**config.mk**
```make
export PLATFORM = sky130hd
export DESIGN_NAME = aes_ark_stream
export DESIGN_NICKNAME = d
export VERILOG_FILES = /design/src/rtl/aes_ark_stream.sv
export SDC_FILE = /design/constraint.sdc
export NUM_CORES = 1
export LEC_CHECK = 0
export CAP_MARGIN = 10
export CORE_MARGIN = 10
export CORE_UTILIZATION = 45
export CTS_CLUSTER_DIAMETER = 200
export DETAILED_ROUTE_END_ITERATION = 8
export GPL_ROUTABILITY_DRIVEN = 1
export GPL_TIMING_DRIVEN = 0
export PLACE_DENSITY = 0.8
export SYNTH_ARGS = -nofsm -noshare
export SYNTH_HDL_FRONTEND = slang
export SYNTH_SLANG_ARGS = --single-unit
```
**constraint.sdc**
```tcl
create_clock -name clk -period 2.2 [get_ports clk]
set_clock_uncertainty 0.15 [all_clocks]
set_input_delay 0.44 -clock clk [delete_from_list [all_inputs] [get_ports clk]]
set_output_delay 0.44 -clock clk [all_outputs]
set_load 0.01 [all_outputs]
```
**src/rtl/aes_ark_stream.sv**
```systemverilog
// Streaming AES AddRoundKey: latches one 128-bit round key per block and XORs
// DATA_W-bit state beats against the matching key slice, with valid/ready flow control.
module aes_ark_stream #(
  parameter int DATA_W  = 8,
  parameter bit OUT_REG = 1'b1
) (
  input  logic              clk,
  input  logic              rst_n,
  input  logic              clear,
  input  logic              key_valid,
  output logic              key_ready,
  input  logic [127:0]      key_in,
  input  logic              bypass,
  input  logic              in_valid,
  output logic              in_ready,
  input  logic [DATA_W-1:0] in_data,
  input  logic              in_last,
  output logic              out_valid,
  input  logic              out_ready,
  output logic [DATA_W-1:0] out_data,
  output logic              out_last,
  output logic              busy,
  output logic              len_err
);

  localparam int BEATS = 128 / DATA_W;
  localparam int CNT_W = (BEATS > 1) ? $clog2(BEATS) : 1;
  localparam logic [CNT_W-1:0] LAST_BEAT = CNT_W'(BEATS - 1);

  typedef enum logic {KEY_WAIT = 1'b0, STREAM = 1'b1} state_t;

  state_t             r_state;
  state_t             w_state_nxt;
  logic [CNT_W-1:0]   r_beat_cnt;
  logic [127:0]       r_key;
  logic               r_byp;
  logic               r_len_err;
  logic               w_down_ok;
  logic               w_accept;
  logic               w_cnt_last;
  logic               w_blk_end;
  logic [DATA_W-1:0]  w_res;

  // Beat 0 uses the most significant slice of the key.
  function automatic logic [DATA_W-1:0] key_slice(input logic [127:0] key,
                                                  input logic [CNT_W-1:0] idx);
    logic [127:0] sh;
    sh = key << (int'(idx) * DATA_W);
    return sh[127 -: DATA_W];
  endfunction

  always_ff @(posedge clk or negedge rst_n) begin
    if (!rst_n) r_state <= KEY_WAIT;
    else        r_state <= w_state_nxt;
  end

  always_comb begin
    w_state_nxt = r_state;
    if (clear) begin
      w_state_nxt = KEY_WAIT;
    end else begin
      case (r_state)
        KEY_WAIT: if (key_valid) w_state_nxt = STREAM;
        STREAM:   if (w_accept && w_blk_end) w_state_nxt = KEY_WAIT;
        default:  w_state_nxt = KEY_WAIT;
      endcase
    end
  end

  always_comb begin
    key_ready = (r_state == KEY_WAIT);
    in_ready  = (r_state == STREAM) && w_down_ok && !clear;
  end

  assign w_accept   = in_valid && in_ready;
  assign w_cnt_last = (r_beat_cnt == LAST_BEAT);
  assign w_blk_end  = w_cnt_last || in_last;
  assign w_res      = in_data ^ (r_byp ? '0 : key_slice(r_key, r_beat_cnt));
  assign len_err    = r_len_err;
  assign busy       = (r_state == STREAM) || out_valid;

  always_ff @(posedge clk or negedge rst_n) begin
    if (!rst_n) begin
      r_beat_cnt <= '0;
      r_key      <= '0;
      r_byp      <= 1'b0;
      r_len_err  <= 1'b0;
    end else if (clear) begin
      r_beat_cnt <= '0;
      r_key      <= '0;
      r_len_err  <= 1'b0;
    end else begin
      r_len_err <= w_accept && (in_last != w_cnt_last);
      if (r_state == KEY_WAIT && key_valid) begin
        r_key <= key_in;
        r_byp <= bypass;
      end
      if (w_accept) r_beat_cnt <= w_blk_end ? '0 : r_beat_cnt + 1'b1;
    end
  end

  generate
    if (OUT_REG) begin : g_oreg
      logic              r_out_valid_p1;
      logic [DATA_W-1:0] r_out_data_p1;
      logic              r_out_last_p1;

      // Output stage p1: single-entry register, holds while downstream stalls.
      always_ff @(posedge clk or negedge rst_n) begin
        if (!rst_n) begin
          r_out_valid_p1 <= 1'b0;
          r_out_data_p1  <= '0;
          r_out_last_p1  <= 1'b0;
        end else if (clear) begin
          r_out_valid_p1 <= 1'b0;
        end else if (w_accept) begin
          r_out_valid_p1 <= 1'b1;
          r_out_data_p1  <= w_res;
          r_out_last_p1  <= w_blk_end;
        end else if (out_ready) begin
          r_out_valid_p1 <= 1'b0;
        end
      end

      assign w_down_ok = !r_out_valid_p1 || out_ready;
      assign out_valid = r_out_valid_p1;
      assign out_data  = r_out_data_p1;
      assign out_last  = r_out_last_p1;
    end else begin : g_comb
      assign w_down_ok = out_ready;
      assign out_valid = (r_state == STREAM) && in_valid && !clear;
      assign out_data  = w_res;
      assign out_last  = out_valid && w_blk_end;
    end
  endgenerate

endmodule

```
# ---- Word level (Yosys, flattened, before mapping)
# Index checks and enable logic that the tools add are counted.
dict set report classes {
  n_addsub 1
  mul 0
  n_div 0
  n_lt_le_gt_ge 0
  eq_ne 2
  shifts 1
  n_mux 14
  bitwise 3
  reduce_logical 16
}
# cell n
set op_table {}
lappend op_table {{two-way mux 128 bit} 2}
lappend op_table {{<< shifter 128 x 7 -> 128 bit} 1}
lappend op_table {{two-way mux 4 bit} 3}
lappend op_table {{two-way mux 8 bit} 1}
lappend op_table {{bitwise XOR 8 bit} 1}
lappend op_table {{two-way mux 1 bit} 7}
lappend op_table {{logical AND 1 bit} 6}
lappend op_table {{adder 4 x 1 -> 4 bit, second input constant} 1}
lappend op_table {{== test 4 bit, second input constant} 1}
lappend op_table {{AND reduction 2 bit} 2}
lappend op_table {{nonzero test 2 bit} 2}
lappend op_table {{logical OR 1 bit} 3}
lappend op_table {{nonzero test 3 bit} 1}
lappend op_table {{zero test 1 bit} 2}
lappend op_table {{inverter 1 bit} 2}
lappend op_table {{case mux 1 bit (2 select lines)} 1}
lappend op_table {{!= test 1 bit} 1}
dict set report word_totals {
  ff_bits 145
  latchBits 0
  ram_bits 0
  mem_bits_ro 0
  out_inout_bits 14
  elab_cells 45
  n_memories 0
}

# ---- Longest topological paths before layout
# Gate-level depths: netlist of run 1.
dict set report depth {
  ltp_word 9
  depth_mapped 8
  depth_no_buf 7
}

# ---- Worst setup path before layout of run 1
# No wires, ideal clock.
dict set report synth_path {
  path_kind {reg2reg}
  from {reg r_beat_cnt[0]}
  to {reg g_oreg.r_out_data_p1[6] (netlist: out_data[6])}
  setup_time_ns 0.092
  arrival_time_ns 1.509
  slack_ns 0.449
  path_stages_with_launch 9
  path_buffers 3
  period_less_slack_ns 1.751
  cell_sequence {dfrtp_1 buf_6 buf_6 buf_6 mux2i_1 a21oi_1 and3_1 o21a_1 o31ai_2}
}
dict set report synth_via {
  elab_chain_len 3
}
# element line
set synth_lines {}
lappend synth_lines {{from (decl)} 34} ;# logic [CNT_W-1:0] r_beat_cnt;
lappend synth_lines {{from (signal assigned)} 98} ;# if (w_accept) r_beat_cnt <= w_blk_end ? '0 : r_beat_cnt + 1'b1;
lappend synth_lines {{<< shifter 128 x 7 -> 128 bit} 48} ;# sh = key << (int'(idx) * DATA_W);
lappend synth_lines {{two-way mux 8 bit} 78} ;# assign w_res = in_data ^ (r_byp ? '0 : key_slice(r_key, r_beat_cnt));
lappend synth_lines {{bitwise XOR 8 bit} 78}
lappend synth_lines {{to (signal assigned)} 118} ;# r_out_data_p1 <= w_res;
lappend synth_lines {{to (decl)} 105} ;# logic [DATA_W-1:0] r_out_data_p1;
# Every way passes these cells.
# A chain may end at the register's enable or synchronous reset.

# ---- Worst setup path in the final report of run 1
dict set report layout_path {
  from {reg r_beat_cnt[0]}
  to {reg g_oreg.r_out_data_p1[1] (netlist: out_data[1])}
}
# Same word-level chain as after synthesis.

==> impl_metrics.xml, run 1 <==
<?xml version="1.0" encoding="UTF-8"?>
<metrics>
  <group name="run_status">
    <metric name="run_status" unit="">completed</metric>
  </group>
  <group name="synth">
    <metric name="synthMostInstantiatedCell" unit="">dfrtp_1</metric>
    <metric name="ys_top_cells_by_area" unit="">dfrtp_1 (56%), a22o_1 (18%), mux2i_1 (9.6%), a22oi_1 (2.1%), and3_1 (1.3%)</metric>
    <metric name="post_syn_area" unit="um2">6462</metric>
    <metric name="post-synth-top-area-cell" unit="">dfrtp_1</metric>
    <metric name="synthesis.yosys.warnings" unit="">0</metric>
    <metric name="postSynthAreaPerCell" unit="um2">12.65</metric>
    <metric name="synth.ff_latch_count" unit="">145</metric>
    <metric name="synth.distinct_cells" unit="">31</metric>
    <metric name="synth-edff-count" unit="">0</metric>
    <metric name="async_reset_ff_share" unit="%">100.0</metric>
    <metric name="syn-instance-count" unit="">511</metric>
    <metric name="mapped_nets" unit="">657</metric>
    <metric name="synth.yosys.seq_area_share" unit="%">56.15</metric>
    <metric name="synth.top_cells.by_count" unit="">dfrtp_1 (145), a22o_1 (134), mux2i_1 (62)</metric>
    <metric name="yosys_most_used_dff" unit="">dfrtp_1</metric>
    <metric name="yosys.area.top_type_share" unit="%">56.15</metric>
  </group>
  <group name="cts">
    <metric name="cts_max_level" unit="">4</metric>
    <metric name="cts.clk_slew.worst_paths" unit="ns">0.06</metric>
    <metric name="cts.path.max_buffers" unit="">2</metric>
    <metric name="tritoncts_buffer_count" unit="">17</metric>
    <metric name="clock_sinks" unit="">145</metric>
    <metric name="root_buffer" unit="">clkbuf_16</metric>
    <metric name="clk_latency" unit="ns">0.43</metric>
    <metric name="tritoncts" unit="">yes</metric>
  </group>
  <group name="drt">
    <metric name="drt-total-wl" unit="um">20870</metric>
    <metric name="num_vias" unit="">5278</metric>
    <metric name="avgViaCountPerCell" unit="">5.991</metric>
    <metric name="post_drt_wl_per_cell" unit="um">23.68</metric>
    <metric name="post_route_drc" unit="">0</metric>
    <metric name="detail-route-antenna-nets" unit="">0</metric>
    <metric name="drtIter0Drc" unit="">511</metric>
    <metric name="firstDrtPassIters" unit="">6</metric>
  </group>
  <group name="global_routing">
    <metric name="largest_net_degree_at_the_start_of_global_routing" unit="">100</metric>
    <metric name="grt_remaining_overflow" unit="">0</metric>
    <metric name="antenna_found_initial" unit="">1</metric>
    <metric name="global_route_wire_length_before_repair" unit="um">32120</metric>
    <metric name="groute.usage.overall" unit="%">20.95</metric>
    <metric name="grt_pass1_vias" unit="">5618</metric>
  </group>
  <group name="setup_path">
    <metric name="critical_path_buf_inv_count" unit="">3</metric>
    <metric name="worst_setup_path_end_kind" unit="">register</metric>
    <metric name="worstPathRequired" unit="ns">2.38</metric>
    <metric name="critical-path-max-stage-delay" unit="ns">0.37</metric>
    <metric name="crit_path_cell_trace" unit="">buf_6 &gt; buf_6 &gt; buf_8 &gt; mux2i_2 &gt; a22oi_1 &gt; and3_1 &gt; o21a_1 &gt; o31ai_1</metric>
    <metric name="critPathTopFamily" unit="">buffers and inverters</metric>
    <metric name="max_fanout_on_critical_path" unit="">10</metric>
    <metric name="reg2reg_from" unit="">r_beat_cnt[0]</metric>
    <metric name="reg2reg_setup_slack" unit="ns">0.08</metric>
    <metric name="worstPathArrival" unit="ns">2.30</metric>
    <metric name="critical_path_launch_point_type" unit="">register</metric>
    <metric name="critical-path-top-cell-by-count" unit="">buf_6</metric>
    <metric name="critical-path-slowest-cell" unit="">dfrtp_1</metric>
    <metric name="rr_worst_depth" unit="">8</metric>
    <metric name="regToRegEndpoint" unit="">out_data[1]</metric>
    <metric name="critPathKind" unit="">register to register</metric>
  </group>
  <group name="die">
    <metric name="fp.dieW" unit="um">139.8</metric>
    <metric name="die_area" unit="um2">19550</metric>
    <metric name="num_rows" unit="">43</metric>
    <metric name="die_y_extent" unit="um">139.8</metric>
    <metric name="design.core.area" unit="um2">13990</metric>
    <metric name="num_io_pins" unit="">158</metric>
    <metric name="initial_standard_cell_utilization_of_the_core" unit="%">46.20</metric>
  </group>
  <group name="worst_hold_path">
    <metric name="worstHoldEndpoint" unit="">out_data[3]</metric>
    <metric name="hold_class" unit="">register to register</metric>
    <metric name="hold_path_depth" unit="">2</metric>
    <metric name="hp-start" unit="">out_data[3]</metric>
  </group>
  <group name="sta">
    <metric name="setup_total_negative_slack" unit="ns">0</metric>
    <metric name="worstMarginPinSlew" unit="ns">0.5872</metric>
    <metric name="post-route-min-period" unit="ns">2.115</metric>
    <metric name="timing.max_slew.rel_slack" unit="%">60.85</metric>
    <metric name="setup_violations" unit="">0</metric>
    <metric name="report.final.slew_viol_count" unit="">0</metric>
    <metric name="rsz_0062_raised_after_global_routing" unit="">no</metric>
    <metric name="min_period_over_period" unit="%">96.14</metric>
    <metric name="fmax" unit="MHz">472.8</metric>
    <metric name="hold_violations" unit="">0</metric>
  </group>
  <group name="power_and_ir_drop">
    <metric name="cellLeakagePower" unit="nW">3.903</metric>
    <metric name="power.ir.vdd_worst" unit="mV">0.5542</metric>
    <metric name="powerDensity" unit="nW/um2">788.8</metric>
    <metric name="totalPowerFinal" unit="W">0.007028</metric>
  </group>
  <group name="finish">
    <metric name="filler_cell_count" unit="">1134</metric>
    <metric name="final_net_count" unit="">835</metric>
    <metric name="drive_above_1_share" unit="%">10.29</metric>
    <metric name="area_delta_synth_final" unit="%">37.87</metric>
  </group>
  <group name="placed_design">
    <metric name="detailed_place_hpwl" unit="um">15320</metric>
    <metric name="portBuffers" unit="">157</metric>
    <metric name="globalplace.congestion" unit="">0.8904</metric>
  </group>
  <group name="flow_run">
    <metric name="maxCapViolations" unit="">0</metric>
  </group>
</metrics>
==> how the worst max path moves through the flow <==
stage | from | endpoint | slack [ns] | depth (start not counted)
after floorplan | r_beat_cnt[0] | out_data[6] | 0.45 | 8
after CTS | out_valid | busy | 0.006 | 2
final | r_beat_cnt[0] | out_data[1] | 0.08 | 8
after detailed placement | clear | r_key[41] | -0.68 | 5
after global placement | rst_n | r_key[33] | -4.94 | 1
after global routing | r_beat_cnt[0] | out_data[1] | 0.008 | 8
==> placed cells by master, fill, tap and decap left out, types with 3 or more instances in the layout <==
cell	synthesis	routed
a21oi_1	9	9
a22o_1	134	134
mux2i_1	62	60
o31ai_1	6	6
nand3_1	3	3
o21a_1	9	9
or2_2	3	3
buf_2	11	11
buf_6	7	7
and2_1	3	3
and3_1	13	13
clkdlybuf4s50_1	0	153
buf_4	7	7
o21ai_0	7	7
clkinvlp_4	0	5
nor3_1	10	10
clkbuf_8	0	4
clkbuf_16	0	17
clkbuf_1	21	19
a22oi_1	18	18
nor2_1	3	3
nand2_1	18	18
dfrtp_1	145	145
==> tightest hold or removal path, cell delays in order (launching register included) <==
cell and delay (ns):
dfrtp_1 0.33, nand2_1 0.05, o31ai_1 0.05
==> stage by stage <==
stage / util [%] / cell area (um2) / std cells / hold WS (ns) / setup WS (ns)
after floorplan: - / 6462 / 511 / -0.005591 / 0.4490
after global placement: 59.04 / 8259 / 848 / 0.3109 / -4.937
after detailed placement: 59.25 / 8288 / 849 / 0.2496 / -0.6815
after CTS: 63.56 / 8891 / 880 / 0.3275 / 0.005843
after global routing: 63.69 / 8910 / 881 / 0.3515 / 0.007836
final: 63.69 / 8910 / 881 / 0.3268 / 0.08485
==> power by group <==
group / leakage (nW) / internal (W) / switching, W
combinational: 1.69 / 0.000601 / 0.000511
clock: 0.275 / 0.00177 / 0.00111
sequential: 1.94 / 0.00289 / 0.000143
==> layer usage <==
metal  vias to the layer above  part of all wire (%)  GRT usage [%]
met1                      2667                    42          26.56
met5                         -                     0              0
met4                         0                   2.0          6.848
met2                       254                    49          34.00
met3                        31                   7.0          5.410
li1                       2326                     -              -
==> state kept, by name (all words and copies together) (netlist names) <==
register    flops
r_byp           1
out_last        1
r_beat_cnt      4
r_key         128
out_valid       1
r_state         1
out_data        8
len_err         1
==> cell type report <==
| type | count | area [um2] | share of cell area [%] |
|---|---|---|---|
| timing repair buffer | 159 | 1610 | 18.07 |
| sequential | 145 | 3628 | 40.72 |
| multi-input combinational | 318 | 2576 | 28.91 |
| clock inverter | 9 | 107.6 | 1.208 |
| inverter | 2 | 7.507 | 0.08426 |
| buffer | 46 | 271.5 | 3.047 |
| tap | 180 | 225.2 | 2.528 |
| clock buffer | 21 | 480.5 | 5.393 |
| antenna | 1 | 2.502 | 0.02809 |
==> what timing repair did <==
| action | CTS | global route |
|---|---|---|
| gates resized for setup | 4 | 8 |
| setup buffers | 0 | 0 |
| endpoints found under the setup margin | 112 | 79 |
| endpoints found under the hold margin | 46 | 0 |
| hold buffers | 1 | 0 |
==> kinds of logic after synthesis <==
| group | count (synthesis) | synth area share, % |
|---|---|---|
| compound gates | 189 | 24.16 |
| fa+ha+maj | 2 | 0.3872 |
| buf+inv | 48 | 4.221 |
| flops | 145 | 56.15 |
| mux | 65 | 10.13 |
| simple gates | 62 | 4.956 |
Note: power is estimated with default switching activity, not from simulation.
==> inputs of run 2 (changes only) <==
--- a/config.mk
+++ b/config.mk
@@ -14,4 +14,5 @@
 export GPL_TIMING_DRIVEN = 0
 export PLACE_DENSITY = 0.8
+export SLEW_MARGIN = 20
 export SYNTH_ARGS = -nofsm -noshare
 export SYNTH_HDL_FRONTEND = slang
--- a/constraint.sdc
+++ b/constraint.sdc
@@ -3,3 +3,3 @@
 set_input_delay 0.44 -clock clk [delete_from_list [all_inputs] [get_ports clk]]
 set_output_delay 0.44 -clock clk [all_outputs]
-set_load 0.01 [all_outputs]
+set_load 0.05 [all_outputs]
==> run 2 against run 1 <==
Compared with the run above:
- sequential power about the same
- sequential share of layout area about the same
- combinational power is 14% higher
- total power increased by 2.2%
- clock power about the same
- largest cell class unchanged
- largest power group unchanged
==> impl_metrics.xml, run 2 (synthesis results as in run 1) <==
<?xml version="1.0" encoding="UTF-8"?>
<metrics>
  <group name="setup_path">
    <metric name="crit_path_cell_trace" unit="">clkdlybuf4s50_1</metric>
    <metric name="reg2reg_setup_slack" unit="ns">0.12</metric>
    <metric name="worstPathRequired" unit="ns">1.61</metric>
    <metric name="critical-path-max-stage-delay" unit="ns">0.79</metric>
    <metric name="critical_path_launch_point_type" unit="">register</metric>
    <metric name="critical_path_buf_inv_count" unit="">1</metric>
    <metric name="max_fanout_on_critical_path" unit="">1</metric>
    <metric name="critical-path-slowest-cell" unit="">clkdlybuf4s50_1</metric>
    <metric name="critPathTopFamily" unit="">buffers and inverters</metric>
    <metric name="worstPathArrival" unit="ns">1.54</metric>
    <metric name="worst_setup_path_end_kind" unit="">output port</metric>
    <metric name="critPathKind" unit="">register to output port</metric>
  </group>
  <group name="power_and_ir_drop">
    <metric name="comb_power_share" unit="%">17.6</metric>
    <metric name="power_switching" unit="W">0.001942</metric>
    <metric name="power.ir.vdd_worst" unit="mV">0.6224</metric>
    <metric name="clockPowerShare" unit="%">40.2</metric>
    <metric name="power_frac_seq" unit="%">42.2</metric>
    <metric name="p_sw_share" unit="%">27.03</metric>
    <metric name="intPower" unit="W">0.005241</metric>
    <metric name="powerDensity" unit="nW/um2">805.3</metric>
    <metric name="cellLeakagePower" unit="nW">3.980</metric>
  </group>
  <group name="finish">
    <metric name="largest_register" unit="">r_key</metric>
    <metric name="filler_cell_count" unit="">1130</metric>
    <metric name="area_delta_synth_final" unit="%">38.01</metric>
    <metric name="final_cell_area" unit="um2">8919</metric>
    <metric name="layout.cells.most_common_list" unit="">dfrtp_1 (145), clkdlybuf4s50_1 (142), a22o_1 (134)</metric>
    <metric name="largest_reg_flops" unit="">128</metric>
    <metric name="layout_commonest_cell" unit="">dfrtp_1</metric>
    <metric name="antenna-diode-count" unit="">0</metric>
    <metric name="drive_above_1_share" unit="%">11.11</metric>
    <metric name="final_net_count" unit="">835</metric>
  </group>
  <group name="global_routing">
    <metric name="grt_remaining_overflow" unit="">0</metric>
    <metric name="global_route_wire_length_before_repair" unit="um">32350</metric>
    <metric name="largest_net_degree_at_the_start_of_global_routing" unit="">100</metric>
    <metric name="groute.usage.overall" unit="%">21.17</metric>
    <metric name="antenna_found_initial" unit="">0</metric>
    <metric name="grt_pass1_vias" unit="">5667</metric>
  </group>
  <group name="die">
    <metric name="fp.dieW" unit="um">139.8</metric>
    <metric name="design.core.area" unit="um2">13990</metric>
    <metric name="num_rows" unit="">43</metric>
    <metric name="initial_standard_cell_utilization_of_the_core" unit="%">46.20</metric>
    <metric name="die_y_extent" unit="um">139.8</metric>
    <metric name="num_io_pins" unit="">158</metric>
    <metric name="die_area" unit="um2">19550</metric>
  </group>
  <group name="drt">
    <metric name="avgViaCountPerCell" unit="">5.959</metric>
    <metric name="post_drt_wl_per_cell" unit="um">23.58</metric>
    <metric name="drt-total-wl" unit="um">20800</metric>
    <metric name="num_vias" unit="">5256</metric>
    <metric name="firstDrtPassIters" unit="">5</metric>
    <metric name="post_route_drc" unit="">0</metric>
    <metric name="detail-route-antenna-nets" unit="">0</metric>
    <metric name="drtIter0Drc" unit="">609</metric>
  </group>
  <group name="sta">
    <metric name="report.final.slew_viol_count" unit="">0</metric>
    <metric name="min_period_over_period" unit="%">96.81</metric>
    <metric name="setup_violations" unit="">0</metric>
    <metric name="post-route-min-period" unit="ns">2.130</metric>
    <metric name="fmax" unit="MHz">469.5</metric>
    <metric name="timing.max_slew.rel_slack" unit="%">60.93</metric>
    <metric name="worstMarginPinSlew" unit="ns">0.5861</metric>
    <metric name="whs" unit="ns">0.2385</metric>
    <metric name="rsz_0062_raised_after_global_routing" unit="">no</metric>
    <metric name="hold_violations" unit="">0</metric>
  </group>
  <group name="cts">
    <metric name="cts.clk_slew.worst_paths" unit="ns">0.06</metric>
    <metric name="tritoncts_buffer_count" unit="">17</metric>
    <metric name="clock_sinks" unit="">145</metric>
    <metric name="cts_max_level" unit="">4</metric>
    <metric name="root_buffer" unit="">clkbuf_16</metric>
    <metric name="clk_latency" unit="ns">0.42</metric>
    <metric name="tritoncts" unit="">yes</metric>
    <metric name="cts.path.max_buffers" unit="">2</metric>
  </group>
  <group name="placed_design">
    <metric name="detailed_place.area" unit="um2">8292</metric>
    <metric name="globalplace.congestion" unit="">0.8904</metric>
    <metric name="detailed_place_hpwl" unit="um">15330</metric>
    <metric name="portBuffers" unit="">157</metric>
  </group>
  <group name="flow_run">
    <metric name="maxCapViolations" unit="">0</metric>
  </group>
  <group name="run_status">
    <metric name="run_status" unit="">completed</metric>
  </group>
  <group name="worst_hold_path">
    <metric name="hold_class" unit="">input port to register</metric>
  </group>
</metrics>
-- run 2: changes by cell type in the layout (fill, tap and decap cells not counted), sizes merged --
cell,before,now
clkbuf,42,43
dlygate4sd2,2,9
diode,1,0
buf,27,28
dlymetal6s2s,1,4
clkinvlp,5,3
clkdlybuf4s50,153,142
clkinv,2,5
-- run 2: layout make-up --
class	count	area, um2	share of cell area [%]
Inverter	2	7.507	0.08418
Timing Repair Buffer	159	1610	18.06
Clock buffer	22	484.2	5.429
Multi-Input combinational cell	318	2580	28.93
Tap cell	180	225.2	2.525
Buffer	46	275.3	3.086
Clock inverter	10	107.6	1.207
Sequential cell	145	3628	40.68
-- run 2: path summary, 6_finish.rpt --
path,startpoint,endpoint,depth (start not counted)
max in group asynchronous,rst_n,r_key[8],3
min in group asynchronous,rst_n,r_key[79],2
worst max-delay path,len_err,len_err,1
worst max register to register,r_beat_cnt[0],out_data[1],8
worst min register to register,out_data[0],out_data[0],2
worst min-delay path,clear,r_beat_cnt[1],2
-- run 2: power by group through the flow --
stage,sequential [W],combinational (W),clock [W]
after CTS,0.00302,0.00127,0.00290
after floorplan,0.00321,0.000486,0
after global placement,0.00306,0.00125,0
final,0.00303,0.00127,0.00289
after detailed placement,0.00307,0.00129,0
after global routing,0.00305,0.00135,0.00304
-- run 2: layer usage --
| metal | vias to the layer above | global-route usage, % | wire (um) | part of all wire (%) |
|---|---|---|---|---|
| met5 | - | 0 | 0 | 0 |
| met4 | 0 | 7.663 | 461 | 2.2 |
| met3 | 30 | 6.329 | 1771 | 8.5 |
| met2 | 256 | 33.90 | 10060 | 48 |
| met1 | 2643 | 26.42 | 8503 | 41 |
| li1 | 2327 | - | - | - |
-- run 2: what timing repair did --
item                                   CTS  global route
gates resized for setup                 19            14
endpoints found under the hold margin   46             0
hold buffers                             1             0
setup endpoints to repair              129            51
gates cloned                             0             0
buffers inserted                         0             0
-- run 2: stage by stage --
step	setup WS [ns]	TNS (ns)	utilization (%)	power, W	instances
2_1_floorplan	0.1478	0	-	0.003699	511
3_3_place_gp	-4.937	-781.33	59.04	0.004313	848
3_5_place_dp	-0.6464	-76.50	59.28	0.004353	849
4_1_cts	0.005632	0	63.55	0.007197	882
5_1_grt	0.02121	0	63.76	0.007440	882
6_report	0.07009	0	63.76	0.007182	882
==> inputs of run 3 (changes only) <==
Settings changed: ABC_AREA from default to 1, CAP_MARGIN 10 to 20, PLACE_DENSITY 0.8 to 0.79, SKIP_LAST_GASP from default to 1.
==> run 3 against run 2 <==
Compared with the run above:
- global-route usage down 0.056 points
- utilization fell by 1.1 points
- worst hold slack better by 0.092 ns
- total power rose by 2.4%
- cell area rose by 7.3%
- synthesized cell count grew 83%
- die area is 7.6% higher
- fmax fell by 2.0%
- critical path type unchanged
- largest cell class unchanged
- highest routed layer unchanged
==> impl_metrics.xml, run 3 <==
<?xml version="1.0" encoding="UTF-8"?>
<metrics>
  <group name="synth">
    <metric name="syn-instance-count" unit="">934</metric>
    <metric name="synthesis.yosys.warnings" unit="">0</metric>
    <metric name="synth.distinct_cells" unit="">19</metric>
    <metric name="synth.ff_latch_count" unit="">145</metric>
    <metric name="synthMostInstantiatedCell" unit="">nand2_1</metric>
    <metric name="postSynthAreaPerCell" unit="um2">7.534</metric>
    <metric name="synth-edff-count" unit="">0</metric>
    <metric name="yosys_most_used_dff" unit="">dfrtp_1</metric>
    <metric name="mapped_nets" unit="">1080</metric>
    <metric name="post-synth-top-area-cell" unit="">dfrtp_1</metric>
    <metric name="synth.yosys.seq_area_share" unit="%">51.56</metric>
    <metric name="post_syn_area" unit="um2">7037</metric>
    <metric name="synth.top_cells.by_count" unit="">nand2_1 (309), dfrtp_1 (145), inv_1 (143)</metric>
    <metric name="async_reset_ff_share" unit="%">100.0</metric>
    <metric name="yosys.area.top_type_share" unit="%">51.56</metric>
    <metric name="ys_top_cells_by_area" unit="">dfrtp_1 (52%), nand2_1 (16%), o21ai_0 (9.4%), nand3_1 (9.2%), inv_1 (7.6%)</metric>
  </group>
  <group name="placed_design">
    <metric name="worst_case_setup_slack_after_placement" unit="ns">-0.4525</metric>
    <metric name="detailed_place.area" unit="um2">8905</metric>
    <metric name="detailed_place_hpwl" unit="um">16630</metric>
    <metric name="globalplace.congestion" unit="">0.9003</metric>
    <metric name="portBuffers" unit="">157</metric>
    <metric name="dp_cells" unit="">1303</metric>
  </group>
  <group name="global_routing">
    <metric name="global_route_wire_length_before_repair" unit="um">35890</metric>
    <metric name="largest_net_degree_at_the_start_of_global_routing" unit="">96</metric>
    <metric name="grt_remaining_overflow" unit="">0</metric>
    <metric name="grt_pass1_vias" unit="">6928</metric>
    <metric name="antenna_found_initial" unit="">0</metric>
    <metric name="groute.usage.overall" unit="%">21.11</metric>
  </group>
  <group name="setup_path">
    <metric name="critical_path_buf_inv_count" unit="">1</metric>
    <metric name="worstPathRequired" unit="ns">1.61</metric>
    <metric name="worstPathArrival" unit="ns">1.58</metric>
    <metric name="worst_setup_path_end_kind" unit="">output port</metric>
    <metric name="critPathTopFamily" unit="">buffers and inverters</metric>
    <metric name="crit_path_cell_trace" unit="">clkdlybuf4s50_1</metric>
    <metric name="critical-path-slowest-cell" unit="">clkdlybuf4s50_1</metric>
    <metric name="critPathKind" unit="">register to output port</metric>
    <metric name="critical-path-max-stage-delay" unit="ns">0.82</metric>
    <metric name="max_fanout_on_critical_path" unit="">2</metric>
    <metric name="critical_path_launch_point_type" unit="">register</metric>
  </group>
  <group name="power_and_ir_drop">
    <metric name="cellLeakagePower" unit="nW">4.630</metric>
    <metric name="powerDensity" unit="nW/um2">768.6</metric>
    <metric name="p_sw_share" unit="%">26.08</metric>
    <metric name="clockPowerShare" unit="%">43.0</metric>
    <metric name="intPower" unit="W">0.005436</metric>
    <metric name="power_switching" unit="W">0.001918</metric>
    <metric name="comb_power_share" unit="%">17.1</metric>
    <metric name="power.ir.vdd_worst" unit="mV">0.5527</metric>
    <metric name="power_frac_seq" unit="%">39.9</metric>
  </group>
  <group name="drt">
    <metric name="met3_wire_length" unit="um">1741</metric>
    <metric name="detail-route-antenna-nets" unit="">0</metric>
    <metric name="met2RoutedLength" unit="um">10140</metric>
    <metric name="num_vias" unit="">6782</metric>
    <metric name="drtIter0Drc" unit="">592</metric>
    <metric name="routed.top_layer" unit="">met4</metric>
    <metric name="avgViaCountPerCell" unit="">5.076</metric>
    <metric name="drt-total-wl" unit="um">22210</metric>
    <metric name="wirelength_met1" unit="um">9624</metric>
    <metric name="firstDrtPassIters" unit="">6</metric>
    <metric name="post_route_drc" unit="">0</metric>
    <metric name="post_drt_wl_per_cell" unit="um">16.62</metric>
  </group>
  <group name="die">
    <metric name="die_y_extent" unit="um">145.1</metric>
    <metric name="fp.dieW" unit="um">145.1</metric>
    <metric name="initial_standard_cell_utilization_of_the_core" unit="%">46.12</metric>
    <metric name="num_io_pins" unit="">158</metric>
    <metric name="die_area" unit="um2">21040</metric>
    <metric name="design.core.area" unit="um2">15260</metric>
    <metric name="num_rows" unit="">45</metric>
  </group>
  <group name="sta">
    <metric name="hold_violations" unit="">0</metric>
    <metric name="report.final.slew_viol_count" unit="">0</metric>
    <metric name="setup_violations" unit="">0</metric>
    <metric name="fin_ws" unit="ns">0.02771</metric>
    <metric name="min_period_over_period" unit="%">98.74</metric>
    <metric name="rsz_0062_raised_after_global_routing" unit="">no</metric>
    <metric name="whs" unit="ns">0.3310</metric>
    <metric name="post-route-min-period" unit="ns">2.172</metric>
    <metric name="timing.max_slew.rel_slack" unit="%">62.66</metric>
    <metric name="worstMarginPinSlew" unit="ns">0.5600</metric>
    <metric name="fmax" unit="MHz">460.3</metric>
  </group>
  <group name="cts">
    <metric name="root_buffer" unit="">clkbuf_16</metric>
    <metric name="clk_latency" unit="ns">0.42</metric>
    <metric name="cts_max_level" unit="">4</metric>
    <metric name="clock_sinks" unit="">145</metric>
    <metric name="cts.path.max_buffers" unit="">2</metric>
    <metric name="tritoncts_buffer_count" unit="">17</metric>
    <metric name="post-cts-setup-buffers" unit="">0</metric>
    <metric name="tritoncts" unit="">yes</metric>
    <metric name="cts.clk_slew.worst_paths" unit="ns">0.06</metric>
  </group>
  <group name="finish">
    <metric name="layout.cells.most_common_list" unit="">nand2_1 (309), clkdlybuf4s50_1 (146), dfrtp_1 (145)</metric>
    <metric name="filler_cell_count" unit="">1333</metric>
    <metric name="antenna-diode-count" unit="">0</metric>
    <metric name="drive_above_1_share" unit="%">6.489</metric>
    <metric name="final_net_count" unit="">1258</metric>
    <metric name="largest_reg_flops" unit="">128</metric>
    <metric name="layout_commonest_cell" unit="">nand2_1</metric>
    <metric name="final-instance-count-excl-fill" unit="">1336</metric>
    <metric name="largest_register" unit="">r_key</metric>
    <metric name="area_delta_synth_final" unit="%">35.97</metric>
    <metric name="final_cell_area" unit="um2">9568</metric>
  </group>
  <group name="flow_run">
    <metric name="maxCapViolations" unit="">0</metric>
  </group>
  <group name="run_status">
    <metric name="run_status" unit="">completed</metric>
  </group>
  <group name="worst_hold_path">
    <metric name="hold_class" unit="">register to register</metric>
  </group>
</metrics>
[run 3: changes by cell type in the layout (fill, tap and decap cells not counted), moves of 10 or more]
cell	delta
and3_1	-13
buf_2	+17
nand3_1	+127
o21ai_0	+125
a22oi_1	-18
mux2i_1	-59
a22o_1	-134
nor3_1	-10
inv_1	+141
nand2_1	+291
[run 3: through the flow]
step / setup TNS, ns / util [%] / power (W)
after floorplan: 0 / - / 0.003616
after global placement: -776.35 / 58.15 / 0.004204
after detailed placement: -12.47 / 58.36 / 0.004235
after CTS: -0.03218 / 62.64 / 0.007372
after global routing: 0 / 62.71 / 0.007643
final: 0 / 62.71 / 0.007354
[run 3: metal layers]
metal	up-vias	track usage, %
met2	293	32.98
li1	3253	-
met3	49	5.371
met5	-	0
met1	3187	27.24
met4	0	8.999
[run 3: final cells by class]
type	instances	area (um2)	share of cell area, %
clock buffers	22	464.2	4.852
plain buffers	57	290.3	3.034
clock inverters	10	181.4	1.896
repair buffers	159	1620	16.93
well taps	211	264.0	2.759
multi-input cells	584	2564	26.79
inverters	148	555.5	5.806
flip-flops and latches	145	3628	37.92
[run 3: path summary, 6_finish.rpt]
check,start,end,slack [ns],cells past startpoint
setup / recovery,out_data[6],out_data[6],0.03,1
hold / removal,out_data[3],out_data[3],0.33,2
setup reg to reg,r_state,r_key[68],0.11,7
hold reg to reg,out_data[3],out_data[3],0.33,2
max in group asynchronous,rst_n,out_data[1],0.75,3
min in group asynchronous,rst_n,r_key[41],0.37,2
[run 3: kinds of logic (layout without fill, tap and decap cells)]
logic type                 after synthesis  after routing  share of synthesized area (%)
AOI/OAI and AO/OA                      136            136                          9.780
xor gates and xnor gates                 1              1                         0.1245
adders and majority gates                2              2                         0.3556
buffers and inverters                  205            396                          12.00
DFF                                    145            145                          51.56
and+or+nand+nor                        445            445                          26.17
[run 3: repair_timing]
action | CTS | global route
resized for setup | 6 | 10
hold buffers | 1 | 0
endpoints found under the setup margin | 4 | 9
cloned | 0 | 0
endpoints found under the hold margin | 50 | 0
pin swaps | 0 | 0
[run 3: power by group through the flow]
| stage | clock network, W | registers, W | logic [W] |
|---|---|---|---|
| detailed placement | 0 | 0.00298 | 0.00126 |
| finish | 0.00316 | 0.00293 | 0.00126 |
| global route | 0.00330 | 0.00295 | 0.00139 |
| floorplan | 0 | 0.00313 | 0.000483 |
| global placement | 0 | 0.00298 | 0.00123 |
| CTS | 0.00318 | 0.00293 | 0.00126 |
